File: src/rtl/firmware_pkg.sv
// Constants, state encoding and header bounds check shared by the firmware
// loader and the firmware store model.
package firmware_pkg;

    localparam int         FIRMWARE_SIZE = 'h3000;
    localparam int         ADDR_W        = $clog2(FIRMWARE_SIZE);
    localparam logic [7:0] SYNC_BYTE     = 8'hA5;
    localparam int         FLAG_FINAL    = 0;

    typedef enum logic [2:0] {
        ST_IDLE,
        ST_FLAGS,
        ST_ADDR_H,
        ST_ADDR_L,
        ST_LEN_H,
        ST_LEN_L,
        ST_DATA,
        ST_CSUM
    } state_t;

    // 17-bit arithmetic so that ADDR + LEN cannot wrap before the compare.
    function automatic logic header_ok(input logic [15:0] addr,
                                       input logic [15:0] len,
                                       input int          size);
        logic [16:0] size_w;
        logic [16:0] end_addr;
        size_w   = 17'(size);
        end_addr = {1'b0, addr} + {1'b0, len};
        return (len != 16'd0) && ({1'b0, addr} < size_w) && (end_addr <= size_w);
    endfunction

endpackage

File: src/rtl/firmware_loader_if.sv
// Byte-stream input and firmware-store write port of the loader, plus its
// status outputs.
interface firmware_loader_if;
    import firmware_pkg::*;

    logic [7:0]        rx_data;
    logic              rx_valid;
    logic              rx_ready;
    logic [ADDR_W-1:0] wr_address;
    logic [7:0]        wr_data;
    logic              wr_en;
    logic              busy;
    logic              done;
    logic              err;
    logic              cpu_hold;

    modport master (
        input  rx_data, rx_valid,
        output rx_ready, wr_address, wr_data, wr_en, busy, done, err, cpu_hold
    );

    modport slave (
        output rx_data, rx_valid,
        input  rx_ready, wr_address, wr_data, wr_en, busy, done, err, cpu_hold
    );

endinterface

File: src/rtl/firmware_loader.sv
// Framed byte-stream firmware loader: writes payload straight into the store,
// checks a per-frame 8-bit checksum and releases the CPU after a good final frame.
//
// state    | meaning
// ST_IDLE  | hunting for SYNC_BYTE, other bytes discarded
// ST_FLAGS | expecting FLAGS byte
// ST_ADDR_H| expecting address high byte
// ST_ADDR_L| expecting address low byte
// ST_LEN_H | expecting length high byte
// ST_LEN_L | expecting length low byte, header bounds check here
// ST_DATA  | payload bytes, one write per byte
// ST_CSUM  | checksum byte, frame verdict
module firmware_loader #(
    parameter int         FIRMWARE_SIZE = firmware_pkg::FIRMWARE_SIZE,
    parameter logic [7:0] SYNC_BYTE     = firmware_pkg::SYNC_BYTE
) (
    input  logic                clk,
    input  logic                rst_n,
    firmware_loader_if.master   bus
);
    import firmware_pkg::*;

    state_t            state;
    state_t            state_nxt;

    logic              final_q;
    logic [7:0]        addr_h_q;
    logic [7:0]        addr_l_q;
    logic [7:0]        len_h_q;
    logic [7:0]        csum_q;
    logic [ADDR_W-1:0] ptr_q;
    logic [15:0]       remain_q;

    logic              rx_ready_q;
    logic              wr_en_q;
    logic [ADDR_W-1:0] wr_address_q;
    logic [7:0]        wr_data_q;
    logic              done_q;
    logic              err_q;
    logic              cpu_hold_q;

    logic              take;
    logic [15:0]       hdr_addr;
    logic [15:0]       hdr_len;
    logic [7:0]        csum_sum;

    logic              sync_seen;
    logic              hdr_accept;
    logic              hdr_reject;
    logic              data_write;
    logic              csum_good;
    logic              csum_bad;

    assign take     = bus.rx_valid && rx_ready_q;
    assign hdr_addr = {addr_h_q, addr_l_q};
    assign hdr_len  = {len_h_q, bus.rx_data};
    assign csum_sum = csum_q + bus.rx_data;

    always_ff @(posedge clk or negedge rst_n) begin
        if (!rst_n) begin
            state <= ST_IDLE;
        end else begin
            state <= state_nxt;
        end
    end

    always_comb begin
        state_nxt  = state;
        sync_seen  = 1'b0;
        hdr_accept = 1'b0;
        hdr_reject = 1'b0;
        data_write = 1'b0;
        csum_good  = 1'b0;
        csum_bad   = 1'b0;
        if (take) begin
            case (state)
                ST_IDLE: begin
                    if (bus.rx_data == SYNC_BYTE) begin
                        sync_seen = 1'b1;
                        state_nxt = ST_FLAGS;
                    end
                end
                ST_FLAGS:  state_nxt = ST_ADDR_H;
                ST_ADDR_H: state_nxt = ST_ADDR_L;
                ST_ADDR_L: state_nxt = ST_LEN_H;
                ST_LEN_H:  state_nxt = ST_LEN_L;
                ST_LEN_L: begin
                    if (header_ok(hdr_addr, hdr_len, FIRMWARE_SIZE)) begin
                        hdr_accept = 1'b1;
                        state_nxt  = ST_DATA;
                    end else begin
                        hdr_reject = 1'b1;
                        state_nxt  = ST_IDLE;
                    end
                end
                ST_DATA: begin
                    data_write = 1'b1;
                    if (remain_q == 16'd1) begin
                        state_nxt = ST_CSUM;
                    end
                end
                ST_CSUM: begin
                    if (csum_sum == 8'h00) begin
                        csum_good = 1'b1;
                    end else begin
                        csum_bad = 1'b1;
                    end
                    state_nxt = ST_IDLE;
                end
                default: state_nxt = ST_IDLE;
            endcase
        end
    end

    // Header capture, checksum accumulation, write pointer and byte counter.
    always_ff @(posedge clk or negedge rst_n) begin
        if (!rst_n) begin
            final_q  <= 1'b0;
            addr_h_q <= 8'h00;
            addr_l_q <= 8'h00;
            len_h_q  <= 8'h00;
            csum_q   <= 8'h00;
            ptr_q    <= '0;
            remain_q <= 16'd0;
        end else begin
            if (sync_seen) begin
                csum_q <= 8'h00;
            end else if (take && state != ST_IDLE) begin
                csum_q <= csum_sum;
            end
            if (take && state == ST_FLAGS) begin
                final_q <= bus.rx_data[FLAG_FINAL];
            end
            if (take && state == ST_ADDR_H) begin
                addr_h_q <= bus.rx_data;
            end
            if (take && state == ST_ADDR_L) begin
                addr_l_q <= bus.rx_data;
            end
            if (take && state == ST_LEN_H) begin
                len_h_q <= bus.rx_data;
            end
            if (hdr_accept) begin
                ptr_q    <= hdr_addr[ADDR_W-1:0];
                remain_q <= hdr_len;
            end else if (data_write) begin
                ptr_q    <= ptr_q + 1'b1;
                remain_q <= remain_q - 16'd1;
            end
        end
    end

    // Registered outputs; cpu_hold can only return to 1 through reset.
    always_ff @(posedge clk or negedge rst_n) begin
        if (!rst_n) begin
            rx_ready_q   <= 1'b0;
            wr_en_q      <= 1'b0;
            wr_address_q <= '0;
            wr_data_q    <= 8'h00;
            done_q       <= 1'b0;
            err_q        <= 1'b0;
            cpu_hold_q   <= 1'b1;
        end else begin
            rx_ready_q <= 1'b1;
            wr_en_q    <= data_write;
            if (data_write) begin
                wr_address_q <= ptr_q;
                wr_data_q    <= bus.rx_data;
            end
            done_q <= csum_good;
            if (sync_seen) begin
                err_q <= 1'b0;
            end else if (hdr_reject || csum_bad) begin
                err_q <= 1'b1;
            end
            if (csum_good && final_q) begin
                cpu_hold_q <= 1'b0;
            end
        end
    end

    assign bus.rx_ready   = rx_ready_q;
    assign bus.wr_en      = wr_en_q;
    assign bus.wr_address = wr_address_q;
    assign bus.wr_data    = wr_data_q;
    assign bus.busy       = (state != ST_IDLE);
    assign bus.done       = done_q;
    assign bus.err        = err_q;
    assign bus.cpu_hold   = cpu_hold_q;

endmodule

File: src/flat_wrapper.sv
// flat-port wrapper written by rule: the top's interface ports become plain ports
module firmware_loader_flat import firmware_pkg::*;
#(
    parameter int         FIRMWARE_SIZE = firmware_pkg::FIRMWARE_SIZE,
    parameter logic [7:0] SYNC_BYTE     = firmware_pkg::SYNC_BYTE
)
  (clk, rst_n, bus_rx_data, bus_rx_valid, bus_rx_ready, bus_wr_address, bus_wr_data, bus_wr_en, bus_busy, bus_done, bus_err, bus_cpu_hold);
  firmware_loader_if bus_i ();
  input  logic clk;
  input  logic rst_n;
  input wire logic [$bits(bus_i.rx_data)-1:0] bus_rx_data;
  input wire logic [$bits(bus_i.rx_valid)-1:0] bus_rx_valid;
  output wire logic [$bits(bus_i.rx_ready)-1:0] bus_rx_ready;
  output wire logic [$bits(bus_i.wr_address)-1:0] bus_wr_address;
  output wire logic [$bits(bus_i.wr_data)-1:0] bus_wr_data;
  output wire logic [$bits(bus_i.wr_en)-1:0] bus_wr_en;
  output wire logic [$bits(bus_i.busy)-1:0] bus_busy;
  output wire logic [$bits(bus_i.done)-1:0] bus_done;
  output wire logic [$bits(bus_i.err)-1:0] bus_err;
  output wire logic [$bits(bus_i.cpu_hold)-1:0] bus_cpu_hold;
  assign bus_i.rx_data = bus_rx_data;
  assign bus_i.rx_valid = bus_rx_valid;
  assign bus_rx_ready = bus_i.rx_ready;
  assign bus_wr_address = bus_i.wr_address;
  assign bus_wr_data = bus_i.wr_data;
  assign bus_wr_en = bus_i.wr_en;
  assign bus_busy = bus_i.busy;
  assign bus_done = bus_i.done;
  assign bus_err = bus_i.err;
  assign bus_cpu_hold = bus_i.cpu_hold;
  firmware_loader #(.FIRMWARE_SIZE(FIRMWARE_SIZE), .SYNC_BYTE(SYNC_BYTE)) u_core (.clk(clk), .rst_n(rst_n), .bus(bus_i));
endmodule
File: config.mk
export PLATFORM = sky130hd
export DESIGN_NAME = firmware_loader_flat
export DESIGN_NICKNAME = d
export VERILOG_FILES = /design/src/rtl/firmware_pkg.sv /design/src/rtl/firmware_loader_if.sv /design/src/rtl/firmware_loader.sv /design/src/flat_wrapper.sv
export SDC_FILE = /design/constraint.sdc
export NUM_CORES = 1
export LEC_CHECK = 0
export BUFFER_PORTS_ARGS = -buffer_cell sky130_fd_sc_hd__clkbuf_2
export CAP_MARGIN = 20
export CORE_UTILIZATION = 60
export CTS_BUF_LIST = sky130_fd_sc_hd__clkbuf_16
export DETAILED_ROUTE_END_ITERATION = 8
export PLACE_DENSITY = 0.82
export SKIP_CTS_REPAIR_TIMING = 1
export SLEW_MARGIN = 20
export SYNTH_ARGS = -nofsm -noshare
export SYNTH_HDL_FRONTEND = slang
export SYNTH_SLANG_ARGS = --single-unit
File: constraint.sdc
create_clock -name clk -period 7.3 [get_ports clk]
set_input_delay 1.46 -clock clk [delete_from_list [all_inputs] [get_ports clk]]
set_output_delay 1.46 -clock clk [all_outputs]
set_load 0.01 [all_outputs]
# ---- Yosys cells after proc, flatten, opt, wreduce, memory -nomap -nowiden
# Cells that the tools add are included.
dict set report totals {
  reg_bits 93
  inputBits 11
  out_inout_bits 28
  elab_cells 79
}
dict set report op_classes {
  n_addsub 4
  order_cmp 2
  eq_ne 11
  n_mux 29
  n_reduce_logical 18
}
# operator n
set op_table {}
lappend op_table {{16-bit two-way mux} 2}
lappend op_table {{14-bit two-way mux} 2}
lappend op_table {{3-bit case mux with 8 select lines} 1}
lappend op_table {{1-bit two-way mux} 19}
lappend op_table {{16-bit by 16-bit adder with 17-bit output} 1}
lappend op_table {{17-bit by 14-bit less-or-equal comparator with 1-bit output (second input constant)} 1}
lappend op_table {{16-bit by 1-bit == test with 1-bit output (second input constant)} 1}
lappend op_table {{16-bit by 14-bit < comparator with 1-bit output (second input constant)} 1}
lappend op_table {{8-bit two-way mux} 2}
lappend op_table {{16-bit nonzero test} 1}
lappend op_table {{16-bit by 1-bit subtractor with 16-bit output (second input constant)} 1}
lappend op_table {{14-bit by 1-bit adder with 14-bit output (second input constant)} 1}
lappend op_table {{3-bit == test (second input constant)} 4}
lappend op_table {{1-bit logical AND} 9}
lappend op_table {{3-bit two-way mux} 3}
lappend op_table {{8-bit adder} 1}
lappend op_table {{8-bit == test (second input constant)} 1}
lappend op_table {{8-bit logical NOT} 1}
lappend op_table {{3-bit by 2-bit == test with 1-bit output (second input constant)} 2}
lappend op_table {{2-bit nonzero test} 3}
lappend op_table {{2-bit by 1-bit inequality test with 1-bit output (second input constant)} 2}
lappend op_table {{3-bit by 1-bit == test with 1-bit output (second input constant)} 1}
lappend op_table {{3-bit logical NOT} 1}
lappend op_table {{3-bit AND reduction} 1}
lappend op_table {{2 further kinds} 2}

# ---- Longest topological paths before layout
# Gate-level depths: netlist of run 1.
dict set report depth {
  word_depth 9
  mapped_depth 13
}

# ---- Worst setup path after synthesis of run 1
# OpenSTA, ideal clock, no wires.
dict set report synth_path {
  kind {input -> register}
  from {input bus_rx_data[0]}
  to {register u_core.remain_q[13]}
  setup_ns 0.126
  arrival_ns 4.058
  slack_ns 3.116
  path_stages 12
  n_path_buf 1
  cell_sequence {ha_1 fa_1 a21o_1 a311o_1 a21o_1 a2111oi_2 nand4_1 o211ai_2 nand3_1 and2_1 buf_6 a221o_1}
}
dict set report synth_via {
  elab_chain_cells 7
  word_cells_on_any_way 10
}
# element line
set synth_rtl {}
lappend synth_rtl {{start: declaration} flat_wrapper.sv:11} ;# input wire logic [$bits(bus_i.rx_data)-1:0] bus_rx_data;
lappend synth_rtl {{16-bit by 16-bit adder with 17-bit output / 16-bit nonzero test (equally long branches)} {firmware_pkg.sv:28, firmware_pkg.sv:29}}
lappend synth_rtl {{17-bit by 14-bit less-or-equal comparator with 1-bit output / 1-bit logical AND (equally long branches)} firmware_pkg.sv:29} ;# return (len != 16'd0) && ({1'b0, addr} < size_w) && (end_addr <= size_w);
lappend synth_rtl {{1-bit logical AND *} firmware_pkg.sv:29}
lappend synth_rtl {{1-bit two-way mux *} firmware_loader.sv:88} ;# if (header_ok(hdr_addr, hdr_len, FIRMWARE_SIZE)) begin
lappend synth_rtl {{1-bit two-way mux *} firmware_loader.sv:76} ;# case (state)
lappend synth_rtl {{1-bit two-way mux *} firmware_loader.sv:75} ;# if (take) begin
lappend synth_rtl {{16-bit two-way mux / 2-bit nonzero test (equally long branches)} n/a}
lappend synth_rtl {{end signal: assignment} firmware_loader.sv:145} ;# remain_q <= hdr_len;
lappend synth_rtl {{end signal: assignment} firmware_loader.sv:148} ;# remain_q <= remain_q - 16'd1;
lappend synth_rtl {{end: declaration} firmware_loader.sv:32} ;# logic [15:0] remain_q;
# Every way passes the cells marked *; elsewhere a longest branch is shown, timed or not.
# A chain may end at the register's enable or synchronous reset.

# ---- Worst setup path after layout of run 1
dict set report layout_path {
  from {input bus_rx_data[0]}
  to {register u_core.remain_q[3]}
}
# Same word-level chain as after synthesis.

==> impl_table.tex, run 1 <==
\begin{tabular}{lr}
\hline
Metric & Value \\
\hline
\multicolumn{2}{l}{\textbf{Global route}} \\
\quad Initial antenna violation count & 0 \\
\quad Total congestion overflow after global routing & 0 \\
\quad Vias in the first global route & 4104 \\
\quad GR Util All Layers & 0.299 \\
\quad Global-route wire length before repair & 20.0 mm \\
\quad Pin count of the biggest net entering global routing & 58 \\
\multicolumn{2}{l}{\textbf{Synth}} \\
\quad Mean instance size in the synthesized netlist & 9.42 um\^{}2 \\
\quad EDFF count, synth & 0 \\
\quad Part of the Yosys area used for sequential elements & 0.449 \\
\quad Flip-flop and latch count after synthesis & 93 \\
\quad Syn. warnings & 0 \\
\quad Share of synthesized registers carrying an async set or reset & 1.00 \\
\quad Synthesized net count & 589 \\
\quad Netlist area before placement & 5180 um\^{}2 \\
\quad Flip-flop cell with the highest count after synthesis & dfrtp\_1 \\
\quad Number of distinct library cell variants in the gate-level netlist after synthesis & 60 \\
\quad Number of instances in the synthesized netlist & 550 \\
\multicolumn{2}{l}{\textbf{Clock tree}} \\
\quad Number of buffers on the longest clock path & 2 \\
\quad Clock latency at the later pin of the worst-skew pair & about 0.35 ns \\
\quad Number of levels in the clock H-tree & 3 \\
\quad CTS tree & built \\
\quad Root buf cell & clkbuf\_16 \\
\quad TritonCTS sink count & between 90 and 100 \\
\quad Clock transition at the register clock pins on the worst setup and hold paths after CTS & 0.07 ns \\
\quad Total clock buffers created by CTS & 9 \\
\multicolumn{2}{l}{\textbf{Floorplan}} \\
\quad Total core area & between 8000 and 9000 um\^{}2 \\
\quad Die width & 95.0 um \\
\quad Initial Util & 0.625 \\
\quad Die outline area & 9020 um\^{}2 \\
\quad Number of placed I/O pins & 39 \\
\quad Die span in y & 95.0 um \\
\quad Std cell rows & 33 \\
\multicolumn{2}{l}{\textbf{Min path}} \\
\quad Class of the most critical hold timing path & flip-flop to flip-flop \\
\quad Worst hold path cell count & 1 \\
\quad Worst hold endpoint & u\_core.bus.cpu\_hold\$\_DFFE\_PN1P\_ \\
\quad Worst hold path startpoint & u\_core.bus.cpu\_hold\$\_DFFE\_PN1P\_ \\
\multicolumn{2}{l}{\textbf{Place}} \\
\quad Placer's final routability congestion estimate & approximately 0.94 \\
\quad Post-place setup slack & between 1.5 and 2 ns \\
\quad Number of I/O port buffers & 38 \\
\quad Placed cell count & between 600 and 700 \\
\quad Cell area after placement & 5430 um\^{}2 \\
\quad HPWL reported at the end of detailed placement & 8.50 mm \\
\multicolumn{2}{l}{\textbf{Timing}} \\
\quad Worst slew slack as a fraction of its limit & 0.410 \\
\quad Total negative slack & 0 ns \\
\quad Worst Hold Slack & 0.460 ns \\
\quad Worst setup skew after layout & 0.00446 ns \\
\quad Minimum clock period & between 5 and 6 ns \\
\quad Number of setup violations in the final report & 0 \\
\quad Setup repair after global routing missed its margin & no \\
\quad Upper clock frequency limit & 0.197 GHz \\
\quad Final hold vios & 0 \\
\quad Part of the cycle the worst path needs & 0.695 \\
\quad Transition at the pin with the smallest max-transition slack & 0.878 ns \\
\quad Max Transition Viols Final & 0 \\
\quad Post-route setup slack & around 2.2 ns \\
\multicolumn{2}{l}{\textbf{Worst setup path}} \\
\quad Worst-case register-to-register setup slack & between 3 and 4 ns \\
\quad Reg2reg end & u\_core.remain\_q[3]\$\_DFFE\_PN0P\_ \\
\quad Required time at the endpoint of the critical path & 7.53 ns \\
\quad Capturing element type of the critical path & flip-flop \\
\quad Critical Path Source Type & input port \\
\quad WS Path Type & input port to flip-flop \\
\quad Startpoint of the most critical register-to-register path & u\_core.addr\_l\_q[0]\$\_DFFE\_PN0P\_ \\
\quad Data arrival time of the worst path & 5.30 ns \\
\quad Worst-case reg-to-reg path depth & 11 \\
\quad Critical Path Fanout Max & 24 \\
\multicolumn{2}{l}{\textbf{Detailed routing}} \\
\quad Drc violations & 0 \\
\quad Post-DRT Antenna Nets & 0 \\
\quad Vias per inst & 6.21 \\
\quad Number of design-rule violations left by the first detailed-router iteration & 247 \\
\quad Router iterations before antenna repair & 5 \\
\quad Routed length per placed instance & roughly 18 um \\
\quad Total wire length & 12.3 mm \\
\quad Overall via count from detail\_route & 4277 \\
\multicolumn{2}{l}{\textbf{Cells and area}} \\
\quad Post-layout net count & 618 \\
\quad Area of the multi-input gates & 2700 um\^{}2 \\
\quad Finished Layout Cells & around 700 \\
\quad Summed area of non-filler cells in the final layout & 5730 um\^{}2 \\
\quad Storage element area & 2330 um\^{}2 \\
\quad Area added between synthesis and finish & 10.5\% \\
\quad ANT cells & 0 \\
\quad Final core occ & 0.690 \\
\quad Fill cells & 635 \\
\quad Share of layout cells above drive strength 1 & 0.156 \\
\multicolumn{2}{l}{\textbf{Flow run}} \\
\quad Max-capacitance violation count & 0 \\
\multicolumn{2}{l}{\textbf{Status}} \\
\quad Outcome & finished clean \\
\multicolumn{2}{l}{\textbf{Power}} \\
\quad Worst vdd ir & between 0.0002 and 0.00025 V \\
\quad Total chip power & roughly 2.5 mW \\
\quad Pwr/cell area & 434 nW/um\^{}2 \\
\quad Total leakage power & 2.75 nW \\
\hline
\end{tabular}
[logic make-up (layout without fill, tap and decap cells)]
logic type	count (synthesis)	after routing	share of synthesized area
DFF	93	93	0.449
adders and majority gates	28	28	0.0705
AOI/OAI and AO/OA	113	113	0.146
xor gates and xnor gates	37	37	0.0625
muxes	27	27	0.0584
other	1	1	0.000723
and+or+nand+nor	212	212	0.181
buffers and inverters	39	73	0.0319
[critical path, stage by stage]
cell       delay [ns]
clkbuf_2         0.20
ha_1             0.28
fa_1             0.42
a21o_1           0.21
a311o_1          0.38
a21o_1           0.17
a2111oi_2        0.37
nand4_1          0.16
o211ai_2         0.18
nand3_1          0.62
buf_4            0.48
mux2_1           0.34
[cells in the mapped netlist, types with 2 or more instances]
| master | number | share of area |
|---|---|---|
| a21o_1 | 8 | 0.012 |
| buf_6 | 2 | 0.0043 |
| or3_1 | 2 | 0.0024 |
| nor2_1 | 45 | 0.033 |
| nand2_1 | 100 | 0.072 |
| and3_1 | 2 | 0.0024 |
| a21oi_1 | 43 | 0.042 |
| o21a_1 | 2 | 0.0029 |
| nand2b_1 | 2 | 0.0024 |
| ha_1 | 26 | 0.063 |
| a221o_1 | 7 | 0.014 |
| o21bai_1 | 5 | 0.0072 |
| a31oi_1 | 4 | 0.0048 |
| dfrtp_1 | 92 | 0.44 |
| or2_2 | 2 | 0.0024 |
| nand4_1 | 13 | 0.016 |
| buf_2 | 3 | 0.0029 |
| xor2_1 | 15 | 0.025 |
| clkbuf_1 | 17 | 0.012 |
| nand3_1 | 13 | 0.013 |
| or4_1 | 4 | 0.0058 |
| and2_1 | 4 | 0.0048 |
| o22ai_1 | 5 | 0.0060 |
| inv_1 | 14 | 0.010 |
| nor4_1 | 9 | 0.011 |
| o221ai_1 | 2 | 0.0034 |
| mux2_2 | 25 | 0.054 |
| o31ai_1 | 2 | 0.0029 |
| buf_1 | 2 | 0.0014 |
| xnor2_1 | 22 | 0.037 |
| nor3_1 | 13 | 0.013 |
| o211ai_1 | 2 | 0.0029 |
| fa_1 | 2 | 0.0077 |
| o21ai_0 | 13 | 0.013 |
| a311oi_1 | 3 | 0.0051 |
[per-layer routing]
layer / global-route usage / routed length, um / share of wire / vias to the layer above
met3: 0.0564 / 694 / 0.056 / 31
li1: - / - / - / 2017
met5: 0 / 0 / 0 / -
met4: 0.136 / 333 / 0.027 / 0
met2: 0.481 / 5880 / 0.48 / 154
met1: 0.393 / 5420 / 0.44 / 2075
[cell usage in the layout (no fill, tap or decap), types with 3 or more instances in the layout]
cell,count
nand2_1,100
dfrtp_1,92
nor2_1,45
a21oi_1,43
clkbuf_2,37
ha_1,26
mux2_2,25
xnor2_1,22
xor2_1,15
inv_1,14
nand3_1,13
nand4_1,13
o21ai_0,13
nor3_1,12
nor4_1,9
clkbuf_16,9
a21o_1,8
a221o_1,7
o21bai_1,5
o22ai_1,5
buf_4,5
or4_1,4
a31oi_1,4
and2_1,4
a311oi_1,3
clkinv_4,3
inv_8,3
[state kept, by name, summed over array words and instances (netlist names), 3 cells and up]
signal and cells:
u_core.remain_q 16, u_core.bus.wr_address 14, u_core.ptr_q 14, u_core.addr_h_q 8
u_core.addr_l_q 8, u_core.bus.wr_data 8, u_core.csum_q 8, u_core.len_h_q 8
u_core.state 3
[power breakdown]
group	total [mW]	switching, mW	internal, mW
combinational	1.07	0.595	0.476
clock	0.453	0.213	0.240
sequential	0.963	0.227	0.736
total	2.49	1.04	1.45
[cell type report]
class / instances / area share
Inverter: 15 / 0.00983
Clock inverter: 7 / 0.0118
Clock buffer: 9 / 0.0393
Timing Repair Buffer: 42 / 0.0389
Tap cell: 105 / 0.0229
Sequential cell: 93 / 0.407
Multi-Input combinational cell: 418 / 0.471
[worst max-delay path by stage]
stage              startpoint  cells after the start                              end  slack [ns]
2_1_floorplan  bus_rx_data[0]                     12  u_core.remain_q[13]$_DFFE_PN0P_        3.12
6_report       bus_rx_data[0]                     12   u_core.remain_q[3]$_DFFE_PN0P_        2.22
3_5_place_dp   bus_rx_data[0]                     12  u_core.remain_q[15]$_DFFE_PN0P_        1.94
4_1_cts        bus_rx_data[0]                     12  u_core.remain_q[15]$_DFFE_PN0P_        2.30
3_3_place_gp   bus_rx_data[0]                     12   u_core.remain_q[9]$_DFFE_PN0P_        2.11
5_1_grt        bus_rx_data[0]                     12     u_core.ptr_q[11]$_DFFE_PN0P_        2.01
(Power assumes the default switching activity.)
==> run 2: changes to the inputs <==
- CORE_UTILIZATION: 60 -> 55
- PLACE_DENSITY: 0.82 -> 0.79
- clock period: 7.3 -> 4.4 ns (I/O delays scaled with it)
==> run 2 against run 1 <==
Compared with the run above: clock-buffer cell count unchanged; via count up 1.8%; register-to-register slack worse by 2.3 ns; sequential power up 66%; first-iteration DRC count up 12%; non-clock buffer count up 4; final cell count up 1.5%; wire length up 3.2%; cell area up 0.68%; utilization down 6.3 points; clock skew up 0.0012 ns; hold slack better by 0.0039 ns; critical path type unchanged; largest cell class unchanged.
==> impl_table.tex, run 2 (synthesized netlist as in run 1, its figures left out) <==
\begin{tabular}{lr}
\hline
Metric & Value \\
\hline
\multicolumn{2}{l}{\textbf{Place}} \\
\quad Post-place setup slack & 0.454 ns (-1.49 ns) \\
\quad Number of I/O port buffers & 38 (unchanged) \\
\quad Placed cell count & 683 (+1.5\%) \\
\quad Cell area after placement & 5480 um\^{}2 (+0.92\%) \\
\quad HPWL reported at the end of detailed placement & 8.93 mm (+5.1\%) \\
\quad Placer's final routability congestion estimate & 0.905 (-3.9\%) \\
\multicolumn{2}{l}{\textbf{Worst setup path}} \\
\quad Critical Path Fanout Max & 10 (-58\%) \\
\quad Critical Path Source Type & input port \\
\quad Capturing element type of the critical path & flip-flop \\
\quad Worst-case register-to-register setup slack & 0.95 ns (-2.25 ns) \\
\quad WS Path Type & input port to flip-flop \\
\quad Data arrival time of the worst path & 3.84 ns (-1.46 ns) \\
\quad Required time at the endpoint of the critical path & 4.63 ns (-2.90 ns) \\
\multicolumn{2}{l}{\textbf{Cells and area}} \\
\quad Share of layout cells above drive strength 1 & 0.160 (+0.00404) \\
\quad Finished Layout Cells & 699 (+1.5\%) \\
\quad ANT cells & 0 (unchanged) \\
\quad Leading cell types in the layout, fill and taps excluded & 100 x nand2\_1, 92 x dfrtp\_1, 45 x nor2\_1, 43 x a21oi\_1, 37 x clkbuf\_2 \\
\quad Post-layout net count & 622 (+0.65\%) \\
\quad Area added between synthesis and finish & 11.2\% \\
\quad Final core occ & 0.627 (-0.0631) \\
\quad Max reg flops & 16 (unchanged) \\
\quad Reg with most FFs & u\_core.remain\_q \\
\quad Leading cell type in the layout, fill and taps excluded & nand2\_1 \\
\quad Summed area of non-filler cells in the final layout & 5770 um\^{}2 (+0.68\%) \\
\multicolumn{2}{l}{\textbf{Clock tree}} \\
\quad Clock latency at the later pin of the worst-skew pair & 0.35 ns (about the same) \\
\quad Total clock buffers created by CTS & 9 (unchanged) \\
\quad Number of levels in the clock H-tree & 3 (unchanged) \\
\quad Clock transition at the register clock pins on the worst setup and hold paths after CTS & 0.07 ns (about the same) \\
\quad TritonCTS sink count & 93 (unchanged) \\
\quad Root buf cell & clkbuf\_16 \\
\quad Number of buffers on the longest clock path & 2 (unchanged) \\
\quad CTS tree & built \\
\multicolumn{2}{l}{\textbf{Floorplan}} \\
\quad Die outline area & 9820 um\^{}2 (+8.9\%) \\
\quad Std cell rows & 35 (+6.1\%) \\
\quad Initial Util & 0.564 (-0.0609) \\
\quad Die span in y & 99.1 um (+4.3\%) \\
\quad Total core area & 9200 um\^{}2 (+11\%) \\
\quad Number of placed I/O pins & 39 (unchanged) \\
\quad Die width & 99.1 um (+4.3\%) \\
\multicolumn{2}{l}{\textbf{Power}} \\
\quad Pwr/cell area & 715 nW/um\^{}2 (+65\%) \\
\quad Total leakage power & 2.76 nW (+0.61\%) \\
\quad Worst vdd ir & 0.000304 V (+36\%) \\
\multicolumn{2}{l}{\textbf{Status}} \\
\quad Outcome & finished clean \\
\multicolumn{2}{l}{\textbf{Detailed routing}} \\
\quad Number of design-rule violations left by the first detailed-router iteration & 276 (+12\%) \\
\quad Post-DRT Antenna Nets & 0 (unchanged) \\
\quad Drc violations & 0 (unchanged) \\
\quad Overall via count from detail\_route & 4356 (+1.8\%) \\
\quad Vias per inst & 6.23 (+0.39\%) \\
\quad Router iterations before antenna repair & 5 (unchanged) \\
\quad Total wire length & 12.7 mm (+3.2\%) \\
\quad Routed length per placed instance & 18.2 um (+1.8\%) \\
\multicolumn{2}{l}{\textbf{Global route}} \\
\quad Pin count of the biggest net entering global routing & 73 (+26\%) \\
\quad Global-route wire length before repair & 21.8 mm (+9.0\%) \\
\quad Total congestion overflow after global routing & 0 (unchanged) \\
\quad GR Util All Layers & 0.285 (-0.0144) \\
\quad Vias in the first global route & 4382 (+6.8\%) \\
\quad Initial antenna violation count & 0 (unchanged) \\
\multicolumn{2}{l}{\textbf{Timing}} \\
\quad Part of the cycle the worst path needs & 0.821 \\
\quad Transition at the pin with the smallest max-transition slack & 0.887 ns (+0.00825 ns) \\
\quad Total negative slack & 0 ns (unchanged) \\
\quad Number of setup violations in the final report & 0 (unchanged) \\
\quad Upper clock frequency limit & 0.277 GHz \\
\quad Worst setup skew after layout & 0.00569 ns (+0.00123 ns) \\
\quad Max Transition Viols Final & 0 (unchanged) \\
\quad Worst slew slack as a fraction of its limit & 0.409 (-0.000992) \\
\quad Final hold vios & 0 (unchanged) \\
\quad Minimum clock period & 3.61 ns \\
\quad Post-route setup slack & 0.788 ns (-1.44 ns) \\
\quad Setup repair after global routing missed its margin & no \\
\multicolumn{2}{l}{\textbf{Min path}} \\
\quad Class of the most critical hold timing path & flip-flop to flip-flop \\
\multicolumn{2}{l}{\textbf{Flow run}} \\
\quad Max-capacitance violation count & 0 (unchanged) \\
\hline
\end{tabular}
-- run 2: cell types whose count changed in the layout (fill, tap and decap cells not counted) --
cell / change
buf_12: +1
buf_4: +3
inv_6: +2
inv_8: -2
clkinv_1: +1
clkinv_4: -2
clkinvlp_4: +1
-- run 2: cell type report --
cell class | instances | area (um^2)
clock buffers | 9 | 225
clock inverters | 7 | 56.3
fillers | 773 | 3430
inverters | 15 | 56.3
multi-input cells | 418 | 2700
flip-flops and latches | 93 | 2330
well taps | 111 | 139
repair buffers | 46 | 265
-- run 2: final timing paths --
kind,from,cells past startpoint,endpoint
min in group asynchronous,rst_n,1,u_core.bus.wr_address[6]$_DFFE_PN0P_
hold reg to reg,u_core.bus.cpu_hold$_DFFE_PN1P_,1,u_core.bus.cpu_hold$_DFFE_PN1P_
max in group asynchronous,rst_n,2,u_core.bus.cpu_hold$_DFFE_PN1P_
hold / removal,u_core.bus.cpu_hold$_DFFE_PN1P_,1,u_core.bus.cpu_hold$_DFFE_PN1P_
setup / recovery,bus_rx_data[1],11,u_core.remain_q[9]$_DFFE_PN0P_
setup reg to reg,u_core.addr_l_q[0]$_DFFE_PN0P_,11,u_core.remain_q[9]$_DFFE_PN0P_
-- run 2: worst max-delay path, stage by stage --
cell and delay, ns:
clkbuf_2 0.21, fa_1 0.52, a21o_1 0.22, a311o_1 0.37
a21o_1 0.17, a2111oi_2 0.33, nand4_1 0.15, o211ai_2 0.18
nand3_1 0.15, and2_1 0.30, a221o_1 0.34
-- run 2: through the flow --
stage	hold WS, ns	power, mW
detailed placement	0.454	3.35
CTS	0.464	4.11
global route	0.480	4.43
global placement	0.446	3.26
finish	0.464	4.12
floorplan	0.466	2.84
-- run 2: routing by layer --
metal / up-vias / wire length, um / GRT usage / share of wire
li1: 2023 / - / - / -
met1: 2161 / 5720 / 0.379 / 0.45
met2: 144 / 6080 / 0.467 / 0.48
met3: 28 / 628 / 0.0532 / 0.049
met4: 0 / 297 / 0.106 / 0.023
met5: - / 0 / 0 / 0
-- run 2: power by group --
group | switching [mW] | total (mW) | internal (mW)
clock | 0.352 | 0.742 | 0.390
sequential | 0.383 | 1.60 | 1.22
combinational | 0.987 | 1.78 | 0.793
total | 1.72 | 4.12 | 2.40
